### config.mk
export PLATFORM = sky130hd
export DESIGN_NAME = shift_right_seq
export DESIGN_NICKNAME = d
export VERILOG_FILES = /design/src/rtl/shift_right_seq.sv
export SDC_FILE = /design/constraint.sdc
export NUM_CORES = 1
export LEC_CHECK = 0
export ABC_AREA = 1
export ABC_CLOCK_PERIOD_IN_PS = 2500
export CAP_MARGIN = 40
export CORE_MARGIN = 2
export CORE_UTILIZATION = 52
export DETAILED_ROUTE_END_ITERATION = 10
export PLACE_DENSITY = 0.82
export SLEW_MARGIN = 20
export SYNTH_ARGS = -nofsm -noshare
export SYNTH_HDL_FRONTEND = slang
export SYNTH_SLANG_ARGS = --single-unit
### constraint.sdc
create_clock -name CLK -period 2.5 [get_ports CLK]
set_clock_uncertainty 0.2 [all_clocks]
set_input_delay 0.5 -clock CLK [delete_from_list [all_inputs] [get_ports CLK]]
set_output_delay 0.5 -clock CLK [all_outputs]
set_load 0.1 [all_outputs]
### src/rtl/shift_right_seq.sv
// Multi-cycle right shifter: one barrel stage per clock, MSB stage first.
// Logical or arithmetic fill, valid/ready handshake on both sides.
module shift_right_seq #(
    parameter int Nbits = 4
) (
    input  logic             CLK,
    input  logic             RST,
    input  logic [Nbits-1:0] A,
    input  logic [Nbits-1:0] B,
    input  logic             ARITH,
    input  logic             IN_VALID,
    output logic             IN_READY,
    output logic [Nbits-1:0] OUT,
    output logic             OUT_VALID,
    input  logic             OUT_READY
);

    localparam int CW = (Nbits > 1) ? $clog2(Nbits) : 1;

    typedef enum logic [1:0] {
        IDLE,
        SHIFT,
        HOLD
    } state_t;

    state_t             state;
    logic [Nbits-1:0]   dreg;
    logic [Nbits-1:0]   breg;
    logic               fill;
    logic [CW-1:0]      cnt;
    logic               in_ready_q;
    logic               out_valid_q;

    logic [2*Nbits-1:0] ext;
    logic [2*Nbits-1:0] tmp;
    logic [Nbits-1:0]   shifted;

    // Stage cnt shifts by 2**cnt; strides at or beyond the width saturate to fill.
    always_comb begin
        ext     = {{Nbits{fill}}, dreg};
        tmp     = ext;
        shifted = dreg;
        for (int s = 0; s < Nbits; s++) begin
            if (cnt == CW'(s) && breg[s]) begin
                if (s >= 31 || (1 << s) >= Nbits) begin
                    shifted = {Nbits{fill}};
                end else begin
                    tmp     = ext >> (1 << s);
                    shifted = tmp[Nbits-1:0];
                end
            end
        end
    end

    always_ff @(posedge CLK or posedge RST) begin
        if (RST) begin
            state       <= IDLE;
            dreg        <= '0;
            breg        <= '0;
            fill        <= 1'b0;
            cnt         <= '0;
            in_ready_q  <= 1'b1;
            out_valid_q <= 1'b0;
        end else begin
            unique case (state)
                IDLE: begin
                    if (IN_VALID) begin
                        dreg       <= A;
                        breg       <= B;
                        fill       <= ARITH & A[Nbits-1];
                        cnt        <= CW'(Nbits - 1);
                        in_ready_q <= 1'b0;
                        state      <= SHIFT;
                    end
                end
                SHIFT: begin
                    dreg <= shifted;
                    if (cnt == '0) begin
                        out_valid_q <= 1'b1;
                        state       <= HOLD;
                    end else begin
                        cnt <= cnt - 1'b1;
                    end
                end
                HOLD: begin
                    if (OUT_READY) begin
                        out_valid_q <= 1'b0;
                        in_ready_q  <= 1'b1;
                        state       <= IDLE;
                    end
                end
                default: begin
                    state       <= IDLE;
                    in_ready_q  <= 1'b1;
                    out_valid_q <= 1'b0;
                end
            endcase
        end
    end

    assign OUT       = dreg;
    assign IN_READY  = in_ready_q;
    assign OUT_VALID = out_valid_q;

endmodule

==> flow_summary.yaml <==
finish:
  final_nets: 148
  seq_area_um2: 377
  final_area_um2: 1060
  syn_to_final_growth_pct: 25.0
  final_common_cell: "nand2_1"
  nFillCells: 124
  multi_input_area_um2: 408
  final_cell_mix: "nand2_1, dfrtp_1, inv_1, clkdlybuf4s50_1, nor2_1"
  diodes: 0
  final_cells: 146
  drive_gt1_share_pct: 19.2
clock_tree:
  cts_hold_buf: 0
  cts_tree: "yes"
  clk_pin_slew_ps: 90
  cts-htree-levels: 1
  numClockSinks: 15
  clockBufferDepth: 2
  root_buffer: "clkbuf_4"
  insertion_delay_ps: 290
  cts_resized: 0
  cts_buffers: 3
  post_cts_buffers: 0
floorplanning:
  die-area_um2: 1960
  core_um2: 1510
  die-width_um: 44.3
  start_util_pct: 56.1
  rows: 14
  dieHeight_um: 44.3
  top_level_ports: 19
global_route:
  antenna_found_initial: 0
  grt_pass1_wl_mm: 2.80
  grt_max_degree: 16
  grt_util_all_layers_pct: 19.7
  grt_pass1_vias: 696
  overflow: 0
critical_path:
  worstSetupPathType: "flop to output pin"
  reg2reg_slack_ps: 880
  cp.arrival_ps: 1110
  cp_cell_sequence: "buf_4"
  crit_buf_inv: 1
  crit_path_end_kind: "output pin"
  critical_path.top_delay_family: "flip-flops"
  critPathMaxFanout: 2
  crit_path_start: "IN_READY"
  r2r-end: "OUT[0]"
  critical_path.max_stage_delay_ps: 540
  ff2ff_path_depth: 10
  r2r_start: "cnt[1]"
  cp-start-kind: "flop"
  crit_path_top_delay_cell: "dfstp_2"
  required_ps: 1800
place:
  dp.cells: 142
  placed_cell_area_um2: 1030
  io_buffers: 18
  post-dp-hpwl_mm: 1.25
  routabilityCongestion: 0.873
  dp_slack_ps: 638
timing:
  slew_violations: 0
  layout_setup_ws_ps: 689
  finalHoldViolCount: 0
  fin_crit_sh_pct: 72.4
  fin_tns_setup_ps: 0
  fin_crit_ps: 1810
  relSlewSlack_pct: 60.8
  fmax_ghz: 0.552
  worst_pin_slew_ps: 588
  rsz0062_at_grt: "no"
  setup_viol: 0
yosys:
  syn_nets: 125
  ys_warn_count: 0
  netlist_instances: 108
  post_synth.cell_area_avg_um2: 7.82
  ys_types: 19
  synth-seq-cells: 15
  ys_seq_area_share_pct: 44.6
  synthesis.area_um2: 845
detailed_routing:
  drt_wl_total_mm: 1.58
  avgRoutedWirePerCell_um: 10.8
  postRouteAntennaNets: 0
  first_iter_violations: 8
  dr.pass1.iters: 4
  viasPerCell: 4.89
  drcViolationCount: 0
  vias: 714
hold_path:
  min_path_cells: 2
  hold_start: "IN_READY"
  holdPathEnd: "IN_READY"
  hold_class: "flop to flop"
flow_run:
  max_cap_violations: 0
run_status:
  outcome: "finished, final reports clean"
[cell type report]
| class | instances | area share [%] |
|---|---|---|
| tap | 16 | 1.90 |
| inverter | 16 | 5.69 |
| sequential | 15 | 35.7 |
| multi-input combinational | 77 | 38.6 |
| clock buffer | 4 | 2.49 |
| timing repair buffer | 18 | 15.6 |
[worst max-delay path by stage]
stage               endpoint  cells after the start
finish              IN_READY                      1
CTS                 IN_READY                      1
floorplan             OUT[1]                      6
global placement      OUT[2]                      6
detailed placement    OUT[2]                      6
global route        IN_READY                      1
[state kept, by name, summed over array words and instances, names as in the netlist]
name       cells
state          2
fill           1
IN_READY       1
cnt            2
OUT            4
breg           4
OUT_VALID      1
[worst min-delay path, delay by kind of cell, from the launching register on]
family / cells / cell delay [ps]
AO/OA/AOI/OAI: 1 / 60
buffers and inverters: 1 / 40
flip-flops: 1 / 380
[logic make-up after synthesis]
family,count (synthesis),share of synthesized area [%]
compound gates,16,11.6
buf+inv,16,7.11
simple gates,57,30.8
fa+ha+maj,4,5.93
flops,15,44.6
[routing by layer]
| metal | vias to the layer above | GRT usage [%] | part of all wire (%) |
|---|---|---|---|
| met2 | 14 | 32.4 | 45 |
| met1 | 313 | 23.7 | 47 |
| met4 | 0 | 13.9 | 3.7 |
| li1 | 380 | - | - |
| met3 | 7 | 2.86 | 4.4 |
| met5 | - | 0 | 0 |
[cells in the mapped netlist (all sizes together)]
library cell  count  area (um2)
o21ai            10        61.3
ha                4        50.1
nand3             3        15.0
nor2             16        77.6
nand2            38         168
o22ai             1        6.26
dfrtp            14         350
inv              16        60.1
dfstp             1        26.3
a31oi             1        6.26
a21oi             4        23.8
[stage by stage]
step / util [%] / hold slack (ps)
2_1_floorplan: - / 201
3_3_place_gp: 68.4 / 256
3_5_place_dp: 68.4 / 262
4_1_cts: 70.1 / 277
5_1_grt: 70.1 / 293
6_report: 70.1 / 272
Power is left out: the tool's default activity adds up to more than one toggle a clock period on the data nets, which glitch-free logic cannot reach.
